--- src/rtl/dram_port_master.sv ---
// Burst initiator for the synchronous byte DRAM port: turns read/write burst
// requests into one registered DRAM access per cycle.
module dram_port_master #(
  parameter int ADDR_W = 16,
  parameter int DATA_W = 8,
  parameter int LEN_W  = 3
) (
  input  logic              clock,
  input  logic              reset_n,
  input  logic              req_valid,
  output logic              req_ready,
  input  logic              req_write,
  input  logic [ADDR_W-1:0] req_addr,
  input  logic [LEN_W-1:0]  req_len,
  input  logic              wvalid,
  input  logic [DATA_W-1:0] wdata,
  output logic              wready,
  output logic              rvalid,
  output logic [DATA_W-1:0] rdata,
  output logic              rlast,
  output logic              done,
  output logic [ADDR_W-1:0] address,
  output logic [DATA_W-1:0] data,
  output logic              wren,
  input  logic [DATA_W-1:0] q
);

  typedef enum logic [1:0] {
    IDLE  = 2'd0,
    WRITE = 2'd1,
    READ  = 2'd2,
    DRAIN = 2'd3
  } state_t;

  localparam logic [ADDR_W-1:0] ADDR_ONE = ADDR_W'(1);
  localparam logic [LEN_W-1:0]  LEN_ONE  = LEN_W'(1);

  state_t              state_r, state_s;
  logic [LEN_W-1:0]    len_r, cnt_r;
  logic [ADDR_W-1:0]   addr_r, address_r;
  logic [DATA_W-1:0]   data_r, rdata_r;
  logic                wren_r, done_r, rvalid_r, rlast_r;
  logic                req_ready_r, wready_r;
  logic                rd_v1_r, rd_last1_r;
  logic                accept_s, whs_s, last_beat_s;

  assign req_ready = req_ready_r;
  assign wready    = wready_r;
  assign rvalid    = rvalid_r;
  assign rdata     = rdata_r;
  assign rlast     = rlast_r;
  assign done      = done_r;
  assign address   = address_r;
  assign data      = data_r;
  assign wren      = wren_r;

  // Next-state decode; DRAIN exits on the done pulse of either burst type
  always_comb begin
    accept_s    = req_valid && (state_r == IDLE);
    whs_s       = wvalid && (state_r == WRITE);
    last_beat_s = (cnt_r == len_r);
    state_s     = state_r;
    case (state_r)
      IDLE: begin
        if (accept_s) begin
          state_s = req_write ? WRITE : READ;
        end else begin
          state_s = IDLE;
        end
      end
      WRITE: begin
        if (whs_s && last_beat_s) begin
          state_s = DRAIN;
        end else begin
          state_s = WRITE;
        end
      end
      READ: begin
        if (last_beat_s) begin
          state_s = DRAIN;
        end else begin
          state_s = READ;
        end
      end
      DRAIN: begin
        if (done_r) begin
          state_s = IDLE;
        end else begin
          state_s = DRAIN;
        end
      end
      default: state_s = IDLE;
    endcase
  end

  // State register
  always_ff @(posedge clock or negedge reset_n) begin
    if (!reset_n) begin
      state_r <= IDLE;
    end else begin
      state_r <= state_s;
    end
  end

  // Burst datapath, DRAM-side outputs and the two-stage read return pipeline
  always_ff @(posedge clock or negedge reset_n) begin
    if (!reset_n) begin
      len_r       <= '0;
      cnt_r       <= '0;
      addr_r      <= '0;
      address_r   <= '0;
      data_r      <= '0;
      rdata_r     <= '0;
      wren_r      <= 1'b0;
      done_r      <= 1'b0;
      rvalid_r    <= 1'b0;
      rlast_r     <= 1'b0;
      rd_v1_r     <= 1'b0;
      rd_last1_r  <= 1'b0;
      req_ready_r <= 1'b1;
      wready_r    <= 1'b0;
    end else begin
      req_ready_r <= (state_s == IDLE);
      wready_r    <= (state_s == WRITE);
      wren_r      <= 1'b0;
      if (accept_s) begin
        len_r  <= req_len;
        addr_r <= req_addr;
        cnt_r  <= '0;
        if (!req_write) begin
          address_r <= req_addr;
        end
      end else if (state_r == READ) begin
        cnt_r <= cnt_r + LEN_ONE;
        if (!last_beat_s) begin
          address_r <= address_r + ADDR_ONE;
        end
      end else if (whs_s) begin
        wren_r    <= 1'b1;
        address_r <= addr_r;
        data_r    <= wdata;
        addr_r    <= addr_r + ADDR_ONE;
        cnt_r     <= cnt_r + LEN_ONE;
      end
      // stage 1 marks the cycle q carries an issued read; stage 2 is rvalid
      rd_v1_r    <= (state_r == READ);
      rd_last1_r <= (state_r == READ) && last_beat_s;
      rvalid_r   <= rd_v1_r;
      rlast_r    <= rd_v1_r && rd_last1_r;
      done_r     <= (whs_s && last_beat_s) || (rd_v1_r && rd_last1_r);
      if (rd_v1_r) begin
        rdata_r <= q;
      end
    end
  end

endmodule

--- config.mk ---
export PLATFORM = sky130hd
export DESIGN_NAME = dram_port_master
export DESIGN_NICKNAME = d
export VERILOG_FILES = /design/src/rtl/dram_port_master.sv
export SDC_FILE = /design/constraint.sdc
export NUM_CORES = 1
export LEC_CHECK = 0
export ABC_CLOCK_PERIOD_IN_PS = 2920
export BUFFER_PORTS_ARGS = -buffer_cell sky130_fd_sc_hd__buf_2
export CAP_MARGIN = 20
export CORE_MARGIN = 2
export CORE_UTILIZATION = 35
export DETAILED_ROUTE_END_ITERATION = 10
export GPL_TIMING_DRIVEN = 0
export SLEW_MARGIN = 40
export SYNTH_ARGS = -nofsm -noshare
export SYNTH_HDL_FRONTEND = slang
export SYNTH_SLANG_ARGS = --single-unit
--- constraint.sdc ---
create_clock -name clock -period 2.92 [get_ports clock]
set_input_delay 0.146 -clock clock [delete_from_list [all_inputs] [get_ports clock]]
set_output_delay 0.146 -clock clock [all_outputs]
set_load 0.01 [all_outputs]
==> impl_results.md <==
* Post-DP Area at 0.00394 mm2
* Worst clock skew at 0.0111 ns
* Largest net degree at the start of global routing at 35
* Vias per inst at 5.05
* Final Hold Vio Count at 0
* Vias in the first global route at 3020
* Most frequent cell after synthesis: nand2_1
* Final Setup Violations at 0
* Max Freq at between 500 and 600 MHz
* Total GRT Usage at 18.4%
* Area Growth Syn to Fin at 26.5%
* Core area at around 0.0093 mm2
* DP Wirelength at 6520 um
* Share of the yosys chip area belonging to registers at 47.5%
* FF+latch count, synth at 64
* Number of synthesized flops with an enable pin at 0
* Top cells by count, synth: nand2_1, dfrtp_1, o21ai_0, nor2_1, nand3_1
* Initial DRC count at 169
* Number of fill cells in the layout at ~950
* Worst vdd rail ir drop at 322 uV
* CTS Buffer Depth at 2
* Fin area at between 0.004 and 0.005 mm2
* Ys async rst share at between 90% and 100%
* Worst Setup Path Type: register to register
* Fin Setup TNS at 0 ns
* CP Max Fanout at 10
* Share of layout cells above drive strength 1 at 26.3%
* Leak Pwr at between 1.5 and 2 nW
* CTS Buf Count at 9
* Leading area contributor after synthesis: dfrtp_1
* Final wirelength at 9060 um
* Via count at 3012
* CP Launch Type: register
* Syn nets at 405
* Slew margin rel. at between 50% and 60%
* DR WL/cell at 15.2 um
* Post-route DRC violation count at 0
* Post-Synthesis Cells at around 360
* Worst-Skew Late Latency at 0.35 ns
* GP Congestion at around 0.81
* Post-CTS Setup Bufs at 0
* Fin Hold WS at 0.0224 ns
* Cell row count at 35
* IO buf count at a little under 80
* CP required at 3.19 ns
* Final net count at 506
* Max-cap violation count at 0
* Die X at 102 um
* Final Total Pwr at 0.00450 W
* CTS Sinks at 64
* Ys flop type: dfrtp_1
* Slew Limit Fails at 0
* Tightest Hold Check Type: input pin to register
* Die outline area at 0.0104 mm2
* H-tree Lvls at 3
* Post-Layout Cell Count at roughly 600
* Syn avg cell area at 9.32 um2
* Die height at 102 um
* Period utilization at 67.6%
* Pre-antenna DRT Iters at 4
* Grt ovf at 0
* Worst-path clk slew at about 0.08 ns
* Ports at between 70 and 80
* CTS tree: yes
* Top post-synthesis cells by area: dfrtp_1, nand2_1, o21ai_0
* Max incr delay on CP at slightly below 0.6 ns
* Crit-path slowest cell: nor3b_2
* Synth unique cells at 54
* Antenna cell count at 0
* Antenna viol nets, final at 0
* CP Capture Type: register
* Unrepaired setup endpoints after global routing: no
* Slew @ Worst Pin at between 0.6 and 0.7 ns
* Number of synthesis warnings at 0
* Initial antenna violation count at 0
* CP Cell Sequence: buf_2 -> nor3b_2 -> clkbuf_1 -> nand2_1 -> a31oi_1
* Clk Tree Root Cell: clkbuf_8
* Synthesized area at 0.00337 mm2
* Global-route wire length before repair at 14800 um
* Fin crit period at ~2.0 ns
* PwrDens at 1050 mW/mm2
* Placed insts at 569
* Status: complete, no violations
* Synth top area share at approximately 47%
* Critical path arrival at 2.24 ns
* Initial core utilization at 36.3%
## flip-flops by register name, summed over array words and instances (netlist names)
name / flops
rdata: 8
state_r: 2
address: 16
len_r: 3
rd_last1_r: 1
rlast: 1
done: 1
data: 8
cnt_r: 3
addr_r: 16
wren: 1
wready: 1
rvalid: 1
rd_v1_r: 1
req_ready: 1
## per-stage QoR
| step | setup slack (ns) | utilization, % |
|---|---|---|
| global placement | 1.01 | 42.2 |
| floorplan | 1.34 | - |
| global route | 0.847 | 46.0 |
| CTS | 0.944 | 46.0 |
| detailed placement | 0.973 | 42.5 |
| finish | 0.947 | 46.0 |
## critical path: cells and delay by family (launching register included)
kind / cells / cell delay [ns]
buf+inv: 2 / 0.59
flops: 1 / 0.36
compound gates: 1 / 0.18
simple gates: 2 / 0.75
## power breakdown
part	switching (W)	internal (W)	total, W
Clock	0.000377	0.000420	0.000797
Sequential	0.000401	0.00130	0.00170
Combinational	0.00112	0.000885	0.00200
## final cells by class
cell class                      instances  area (um2)  area share [%]
Buffer                                 18        80.1            1.88
Clock buffer                           10         138            3.22
Clock inverter                          6        67.6            1.58
Inverter                               10        37.5           0.879
Multi-Input combinational cell        270        1650            38.7
Sequential cell                        64        1600            37.5
Tap cell                              129         161            3.78
Timing Repair Buffer                   90         528            12.4
## path summary, 6_finish.rpt
check / from / to / slack (ns) / cells past startpoint
max in group asynchronous: reset_n / req_ready / 2.05 / 3
min reg2reg: rd_v1_r / rvalid / 0.38 / 0
max reg2reg: state_r[0] / address[2] / 0.95 / 5
min in group asynchronous: reset_n / data[1] / 0.28 / 2
max: state_r[0] / address[2] / 0.95 / 5
min: q[1] / rdata[1] / 0.02 / 2
## cell families after synthesis
| family | count (synthesis) | share of synthesized area (%) |
|---|---|---|
| compound gates | 88 | 17.4 |
| xor+xnor | 22 | 5.71 |
| fa+ha+maj | 3 | 1.11 |
| buf+inv | 28 | 3.49 |
| flops | 64 | 47.5 |
| mux | 8 | 2.67 |
| simple gates | 149 | 22.1 |
## routing by layer
layer  global-route usage (%)  part of all wire [%]  routed length, um
met3                     3.97                   5.6                505
met1                     25.0                    46               4170
met2                     29.2                    47               4290
met4                     6.56                  0.99                 90
met5                        0                     0                  0
## cells in the final DEF, fill, tap and decap left out, types with 7 or more instances in the layout
cell type / netlist / routed
dfrtp_1: 63 / 63
nand2_1: 74 / 74
o21ai_0: 27 / 27
a31oi_1: 9 / 9
buf_2: 7 / 83
nor2_1: 26 / 26
inv_1: 8 / 8
clkbuf_1: 10 / 10
mux2_2: 8 / 8
nand3_1: 12 / 12
dlygate4sd3_1: 0 / 12
xnor2_1: 11 / 11
clkbuf_8: 0 / 10
o22a_1: 7 / 7
xor2_1: 11 / 11
a21oi_1: 10 / 10
## timing repair
action / CTS / global route
gates resized for setup: 0 / 0
hold endpoints to repair: 41 / 0
hold buffers: 12 / 0
Power figures use the tool's default switching activity.
